## config.mk

```make
export PLATFORM = sky130hd
export DESIGN_NAME = cam_client
export DESIGN_NICKNAME = d
export VERILOG_FILES = /design/src/rtl/cam_pkg.sv /design/src/rtl/cam_alloc.sv /design/src/rtl/cam_client.sv
export SDC_FILE = /design/constraint.sdc
export NUM_CORES = 1
export LEC_CHECK = 0
export ABC_AREA = 1
export BUFFER_PORTS_ARGS = -buffer_cell sky130_fd_sc_hd__clkbuf_2
export CORE_MARGIN = 4
export CORE_UTILIZATION = 35
export DETAILED_ROUTE_END_ITERATION = 10
export HOLD_SLACK_MARGIN = 0.15
export MAX_ROUTING_LAYER = met4
export SKIP_LAST_GASP = 1
export SYNTH_ARGS = -nofsm -noshare
export SYNTH_HDL_FRONTEND = slang
export SYNTH_SLANG_ARGS = --single-unit
```

## constraint.sdc

```tcl
create_clock -name clk -period 2.3 [get_ports clk]
set_input_delay 0.575 -clock clk [delete_from_list [all_inputs] [get_ports clk]]
set_output_delay 0.575 -clock clk [all_outputs]
set_load 0.1 [all_outputs]
```

## src/rtl/cam_pkg.sv

```systemverilog
// Shared definitions for the CAM request-side controller: op encodings,
// FSM state type and default geometry of the attached CAM.
package cam_pkg;

  localparam int CAM_NB_MEM    = 12;
  localparam int CAM_SIZE_ADDR = 4;
  localparam int CAM_KEY_W     = 8;
  localparam int CAM_IDX_W     = 5;

  localparam logic CAM_OP_LOOKUP = 1'b0;
  localparam logic CAM_OP_INSERT = 1'b1;

  typedef enum logic [2:0] {
    ST_IDLE,
    ST_LOOKUP,
    ST_CAPTURE,
    ST_WRITE,
    ST_RESP
  } cam_state_e;

endpackage

```

## src/rtl/cam_alloc.sv

```systemverilog
// Slot allocator for cam_client: append-only write pointer, saturating
// occupancy count, per-entry valid bitmap and hit qualification of a CAM
// index against that bitmap. Only reset empties the table.
module cam_alloc
  import cam_pkg::*;
#(
  parameter int NB_MEM    = CAM_NB_MEM,
  parameter int SIZE_ADDR = CAM_SIZE_ADDR
) (
  input  logic                 clk,
  input  logic                 rst_n,
  input  logic                 i_alloc,
  input  logic [SIZE_ADDR-1:0] i_query_idx,
  output logic [SIZE_ADDR-1:0] o_ptr,
  output logic                 o_full,
  output logic                 o_query_valid
);

  localparam logic [SIZE_ADDR:0]   LP_NB_MEM = (SIZE_ADDR + 1)'(NB_MEM);
  localparam logic [SIZE_ADDR-1:0] LP_LAST   = SIZE_ADDR'(NB_MEM - 1);

  logic [SIZE_ADDR-1:0] r_ptr;
  logic [SIZE_ADDR:0]   r_count;
  logic [NB_MEM-1:0]    r_valid;

  // Claim the slot under the pointer on every granted allocation.
  always_ff @(posedge clk) begin
    // NOTE: the valid bitmap is reset, not the CAM array itself; clearing
    // these few bits is what makes every stale CAM entry invisible.
    if (!rst_n) begin
      r_ptr   <= '0;
      r_count <= '0;
      r_valid <= '0;
    end else if (i_alloc && !o_full) begin
      r_valid[r_ptr] <= 1'b1;
      r_count        <= r_count + 1'b1;
      if (r_ptr != LP_LAST) begin
        r_ptr <= r_ptr + 1'b1;
      end
    end
  end

  assign o_ptr         = r_ptr;
  assign o_full        = (r_count == LP_NB_MEM);
  assign o_query_valid = ({1'b0, i_query_idx} < LP_NB_MEM) ? r_valid[i_query_idx] : 1'b0;

endmodule

```

## src/rtl/cam_client.sv

```systemverilog
// Request-side controller for a 12-entry, 8-bit CAM. Accepts LOOKUP/INSERT
// requests, sequences the CAM pins, allocates slots sequentially and
// returns hit/index/full on a valid/ready response channel.
// Build option: define CAM_CLIENT_DEDUP_EN to make INSERT search first and
// return the existing index instead of writing a duplicate.
module cam_client
  import cam_pkg::*;
#(
  parameter int NB_MEM    = CAM_NB_MEM,
  parameter int SIZE_ADDR = CAM_SIZE_ADDR
) (
  input  logic                 clk,
  input  logic                 rst_n,
  input  logic                 req_valid,
  output logic                 req_ready,
  input  logic                 req_op,
  input  logic [7:0]           req_key,
  output logic                 rsp_valid,
  input  logic                 rsp_ready,
  output logic                 rsp_hit,
  output logic [SIZE_ADDR:0]   rsp_idx,
  output logic                 rsp_full,
  output logic                 cam_enable,
  output logic                 cam_write,
  output logic [SIZE_ADDR:0]   cam_addr,
  output logic [7:0]           cam_data,
  input  logic [SIZE_ADDR:0]   cam_out,
  input  logic                 cam_found
);

  localparam logic [SIZE_ADDR:0] LP_NB_MEM = (SIZE_ADDR + 1)'(NB_MEM);

  cam_state_e r_state;
  cam_state_e w_next_state;

  logic                 r_op;
  logic [7:0]           r_key;
  logic                 r_rsp_hit;
  logic [SIZE_ADDR:0]   r_rsp_idx;
  logic                 r_rsp_full;

  logic                 w_rsp_load;
  logic                 w_rsp_hit_d;
  logic [SIZE_ADDR:0]   w_rsp_idx_d;
  logic                 w_rsp_full_d;
  logic                 w_alloc;
  logic [SIZE_ADDR-1:0] w_ptr;
  logic                 w_full;
  logic                 w_valid_at;
  logic                 w_hit;
  logic                 w_accept;

  cam_alloc #(
    .NB_MEM    (NB_MEM),
    .SIZE_ADDR (SIZE_ADDR)
  ) u_alloc (
    .clk           (clk),
    .rst_n         (rst_n),
    .i_alloc       (w_alloc),
    .i_query_idx   (cam_out[SIZE_ADDR-1:0]),
    .o_ptr         (w_ptr),
    .o_full        (w_full),
    .o_query_valid (w_valid_at)
  );

  // Ready is held low while reset is asserted so every output reads 0.
  assign req_ready = (r_state == ST_IDLE) && rst_n;
  assign w_accept  = req_valid && req_ready;
  assign w_hit     = cam_found && (cam_out < LP_NB_MEM) && w_valid_at;

  assign rsp_valid = (r_state == ST_RESP);
  assign rsp_hit   = r_rsp_hit;
  assign rsp_idx   = r_rsp_idx;
  assign rsp_full  = r_rsp_full;

  // State register.
  always_ff @(posedge clk) begin
    // NOTE: sequential state uses non-blocking assignments so every flop
    // samples the pre-edge values, independent of statement order.
    if (!rst_n) begin
      r_state <= ST_IDLE;
    end else begin
      r_state <= w_next_state;
    end
  end

  // Next-state, CAM pin drive and response-load decisions.
  always_comb begin
    // NOTE: every output of this block gets a default first, so no path
    // through the case statement can leave one unassigned and infer a latch.
    w_next_state = r_state;
    w_rsp_load   = 1'b0;
    w_rsp_hit_d  = 1'b0;
    w_rsp_idx_d  = '0;
    w_rsp_full_d = 1'b0;
    w_alloc      = 1'b0;
    cam_enable   = 1'b0;
    cam_write    = 1'b0;
    cam_addr     = '0;
    cam_data     = '0;
    case (r_state)
      ST_IDLE: begin
        if (w_accept) begin
`ifdef CAM_CLIENT_DEDUP_EN
          w_next_state = ST_LOOKUP;
`else
          if (req_op == CAM_OP_INSERT) begin
            if (w_full) begin
              w_next_state = ST_RESP;
              w_rsp_load   = 1'b1;
              w_rsp_full_d = 1'b1;
            end else begin
              w_next_state = ST_WRITE;
            end
          end else begin
            w_next_state = ST_LOOKUP;
          end
`endif
        end
      end
      ST_LOOKUP: begin
        cam_enable   = 1'b1;
        cam_data     = r_key;
        w_next_state = ST_CAPTURE;
      end
      ST_CAPTURE: begin
        if ((r_op == CAM_OP_LOOKUP) || w_hit) begin
          w_next_state = ST_RESP;
          w_rsp_load   = 1'b1;
          w_rsp_hit_d  = w_hit;
          w_rsp_idx_d  = w_hit ? {1'b0, cam_out[SIZE_ADDR-1:0]} : '0;
        end else if (w_full) begin
          w_next_state = ST_RESP;
          w_rsp_load   = 1'b1;
          w_rsp_full_d = 1'b1;
        end else begin
          w_next_state = ST_WRITE;
        end
      end
      ST_WRITE: begin
        cam_write    = 1'b1;
        cam_addr     = {1'b0, w_ptr};
        cam_data     = r_key;
        w_alloc      = 1'b1;
        w_next_state = ST_RESP;
        w_rsp_load   = 1'b1;
        w_rsp_idx_d  = {1'b0, w_ptr};
      end
      ST_RESP: begin
        if (rsp_ready) begin
          w_next_state = ST_IDLE;
        end
      end
      default: w_next_state = ST_IDLE;
    endcase
  end

  // Latch the accepted request; these are always written before use.
  always_ff @(posedge clk) begin
    if (w_accept) begin
      r_op  <= req_op;
      r_key <= req_key;
    end
  end

  // Response registers: loaded on entry to RESP, cleared on handshake.
  always_ff @(posedge clk) begin
    if (!rst_n) begin
      r_rsp_hit  <= 1'b0;
      r_rsp_idx  <= '0;
      r_rsp_full <= 1'b0;
    end else if (w_rsp_load) begin
      r_rsp_hit  <= w_rsp_hit_d;
      r_rsp_idx  <= w_rsp_idx_d;
      r_rsp_full <= w_rsp_full_d;
    end else if (rsp_valid && rsp_ready) begin
      r_rsp_hit  <= 1'b0;
      r_rsp_idx  <= '0;
      r_rsp_full <= 1'b0;
    end
  end

endmodule
```

==> results_dict.tcl <==
set metrics [dict create \
    outcome "complete, no violations" \
    post-synth-top-area-cell "sky130_fd_sc_hd__dfxtp_1" \
    worst-r2r-cell-count 6 \
    timing.critical_path.slowest_stage_cell "sky130_fd_sc_hd__dfxtp_1" \
    hold_path.class "flop to flop" \
    port_buffers 40 \
    cts.path.max_buffers 2 \
    wire_length_of_the_first_global_routing_pass_um 7480 \
    dominantRegCellSynth "sky130_fd_sc_hd__dfxtp_1" \
    cts.repair_timing.setup_buffer_count 0 \
    dp_worst_setup_slack_ns 0.449 \
    tightest_slew_ns 0.548 \
    achievable-frequency_mhz 464 \
    syn-cell-area_um2 1990 \
    path_class "flop to output pin" \
    route.met3.wl_um 131 \
    finalCoreUtilization_pct 44.6 \
    drv_cap 0 \
    min_tclk_post_route_ns 2.15 \
    route.met2.wl_um 2120 \
    setup_viol 0 \
    cts.sinks 39 \
    tritoncts "yes" \
    p_int_mw 1.22 \
    reg2reg_to "r_state[1]" \
    yosys_warnings 0 \
    design.final.nets 319 \
    routed.top_layer "met4" \
    route.layer.met1.wl_um 2020 \
    design_power_total_mw 2.25 \
    post-route-worst-setup-slack_ns 0.146 \
    design.core.area_um2 5510 \
    cp-startpoint "r_state[0]" \
    synth_async_sr_flop_share_pct 0 \
    comb_power_share_pct 41.8 \
    powerDensity_nw_per_um2 918 \
    die_height_um 83.4 \
    synth_area_per_cell_um2 7.95 \
    drt_pre_antenna_iters 4 \
    finalWeightedCongestion 0.866 \
    synth.top_cells.by_area "sky130_fd_sc_hd__dfxtp_1 (30%), sky130_fd_sc_hd__edfxtp_1 (14%), sky130_fd_sc_hd__inv_1 (8.9%), sky130_fd_sc_hd__a21oi_1 (6.3%), sky130_fd_sc_hd__nand2_1 (5.1%)" \
    cts_made_buffers 5 \
    detail_route.wl_per_cell_um 11.9 \
    clk-insertion-delay-late_ns 0.29 \
    cp-endpoint "cam_addr[0]" \
    pin_count_of_the_biggest_net_entering_global_routing 21 \
    finalHoldViolations 0 \
    crit_path_cell_trace "nand2_4 -> nor2_8 -> inv_1 -> nor2_2 -> buf_12" \
    wp_data_arrival_ns 1.58 \
    n_fill_cell 550 \
    pwr-share-clk_pct 22.5 \
    ant_nets 0 \
    crit_fanout 10 \
    worstPathBufferInverterCount 2 \
    initial_core_util_pct 36.1 \
    routed_wl_um 4360 \
    antenna_cells_inserted 0 \
    fp-row-count 27 \
    yosys-top-cells-count "sky130_fd_sc_hd__inv_1 (47), sky130_fd_sc_hd__dfxtp_1 (30), sky130_fd_sc_hd__nand2_1 (27), sky130_fd_sc_hd__nor2_1 (27), sky130_fd_sc_hd__a21oi_1 (25)" \
    gr-total-overflow 0 \
    data_required_time_of_the_critical_path_ns 1.73 \
    vias 1669 \
    area_growth_syn_to_layout_pct 23.4 \
    cts.reportedPaths.clkPinSlew_ns 0.07 \
    max-slew-margin-rel_pct 63.6 \
    post_drt_via_cell_ratio 4.55 \
    grt_setup_unrepaired "no" \
    number_of_global_route_vias_before_repair 1688 \
    synth_enable_flop_cells 9 \
    p_sw_mw 1.03 \
    synth_most_common_cell "sky130_fd_sc_hd__inv_1" \
    total_leakage_power_nw 1.06 \
    hold_slack_ns 0.453 \
    cts_repair_resize_count 0 \
    h_tree_depth 2 \
    hpwlAfterDp_um 3440 \
    antenna_found_initial 0 \
    drt_drc_violations_left 0 \
    cts_root_buffer "sky130_fd_sc_hd__clkbuf_8" \
    worst_path_largest_cell_delay_ns 0.48 \
    grt_use_total_pct 13.4 \
    placement.cell_area_um2 2350 \
    dr.first_iter.drc_count 94 \
    netlist_instances 250 \
    critical_path.startpoint_type "flop" \
    finalCritPeriodShare_pct 93.6 \
    top_cell_type_s_share_of_synthesized_area_pct 30.2 \
    setup_tns_final_ns 0 \
    sw_ratio_pct 45.9 \
    timing.reg2reg.setup_slack_ns 0.65 \
    sequentialPowerShare_pct 35.8 \
    finalMaxSlewViolations 0 \
    timing.clock.skew_ns 0.00411 \
    number_of_hold_buffers_added_after_cts 0 \
    worst-path-stages 5 \
    die_area_um2 6950 \
    layout-drive-gt1-share_pct 26.1 \
    power.ir.vdd_worst_uv 634 \
    io-pin-count 43 \
    worst_setup_path_end_kind "output pin" \
    ys_types 34 \
    worst_path_dominant_cell_family "flip-flops" \
    synth.yosys.seq_area_share_pct 43.8 \
    r2r_start "r_state[0]" \
    yosys_register_bits 39 \
    final_design_area_no_fill_um2 2450 \
    fp.dieW_um 83.4 \
    placed_cells_incl_taps 359 \
    post_layout_nonfiller_instances 367 \
]
-- placed cells by master (no fill, tap or decap), drive strengths merged --
| master | synthesis | layout |
|---|---|---|
| inv | 51 | 51 |
| clkbuf | 2 | 43 |
| nand2 | 34 | 34 |
| dfxtp | 30 | 30 |
| nor2 | 30 | 30 |
| a21oi | 26 | 26 |
| nand3 | 20 | 20 |
| edfxtp | 9 | 9 |
| nand4 | 9 | 9 |
| o21ai | 9 | 9 |
| buf | 5 | 8 |
| nor3 | 7 | 7 |
| ha | 6 | 6 |
| o22ai | 4 | 4 |
| nor4 | 3 | 3 |
| conb | 1 | 2 |
| and3 | 1 | 1 |
| nor3b | 1 | 1 |
| a31oi | 1 | 1 |
| o21a | 1 | 1 |
-- worst min-delay path by stage --
stage	cells past startpoint	slack [ns]	to	start
detailed placement	2	0.44	u_alloc.r_valid[5]	u_alloc.r_valid[5]
CTS	1	0.45	r_key[5]	req_key[5]
floorplan	1	0.43	u_alloc.r_count[4]	u_alloc.r_count[4]
global route	1	0.44	r_key[7]	req_key[7]
finish	2	0.45	u_alloc.r_valid[5]	u_alloc.r_valid[5]
global placement	2	0.44	u_alloc.r_valid[5]	u_alloc.r_valid[5]
-- power by group through the flow --
stage	registers (mW)	clock network (mW)	logic [mW]
after global routing	0.813	0.552	0.997
after floorplan	0.823	0	0.763
after global placement	0.818	0	0.938
after detailed placement	0.822	0	0.945
final	0.806	0.506	0.941
after CTS	0.806	0.524	0.947
-- logic make-up (layout without fill, tap and decap cells) --
| kind of cell | count (synthesis) | after routing | share of synthesized area (%) |
|---|---|---|---|
| compound gates | 41 | 41 | 11.3 |
| fa+ha+maj | 6 | 6 | 3.78 |
| buf+inv | 58 | 102 | 11.8 |
| flops | 39 | 39 | 43.8 |
| other cells | 1 | 2 | 0.189 |
| simple gates | 105 | 105 | 29.1 |
-- worst reg2reg max path: cells and delay by family (launching register included) --
family / cells / cell delay (ns)
simple gates: 5 / 1.06
flops: 1 / 0.39
compound gates: 1 / 0.13
-- flip-flops by register name (all words and copies together) (netlist names) --
name	cells
u_alloc.r_valid	12
r_op	1
rsp_full	1
u_alloc.r_count	5
r_state	3
u_alloc.o_ptr	4
r_key	8
rsp_hit	1
rsp_idx	4
-- metal layers --
metal / up-vias / GRT usage (%)
met3: 6 / 2.58
li1: 896 / -
met1: 740 / 15.1
met2: 27 / 23.0
met5: - / -
met4: 0 / 6.09
-- cell type report --
class	instances	area (µm²)	share of cell area, %
clock buffers	8	100	4.08
flip-flops and latches	39	871	35.5
well taps	72	90.1	3.67
inverters	51	191	7.80
repair buffers	43	298	12.1
multi-input cells	154	903	36.8
Power figures use the tool's default switching activity.
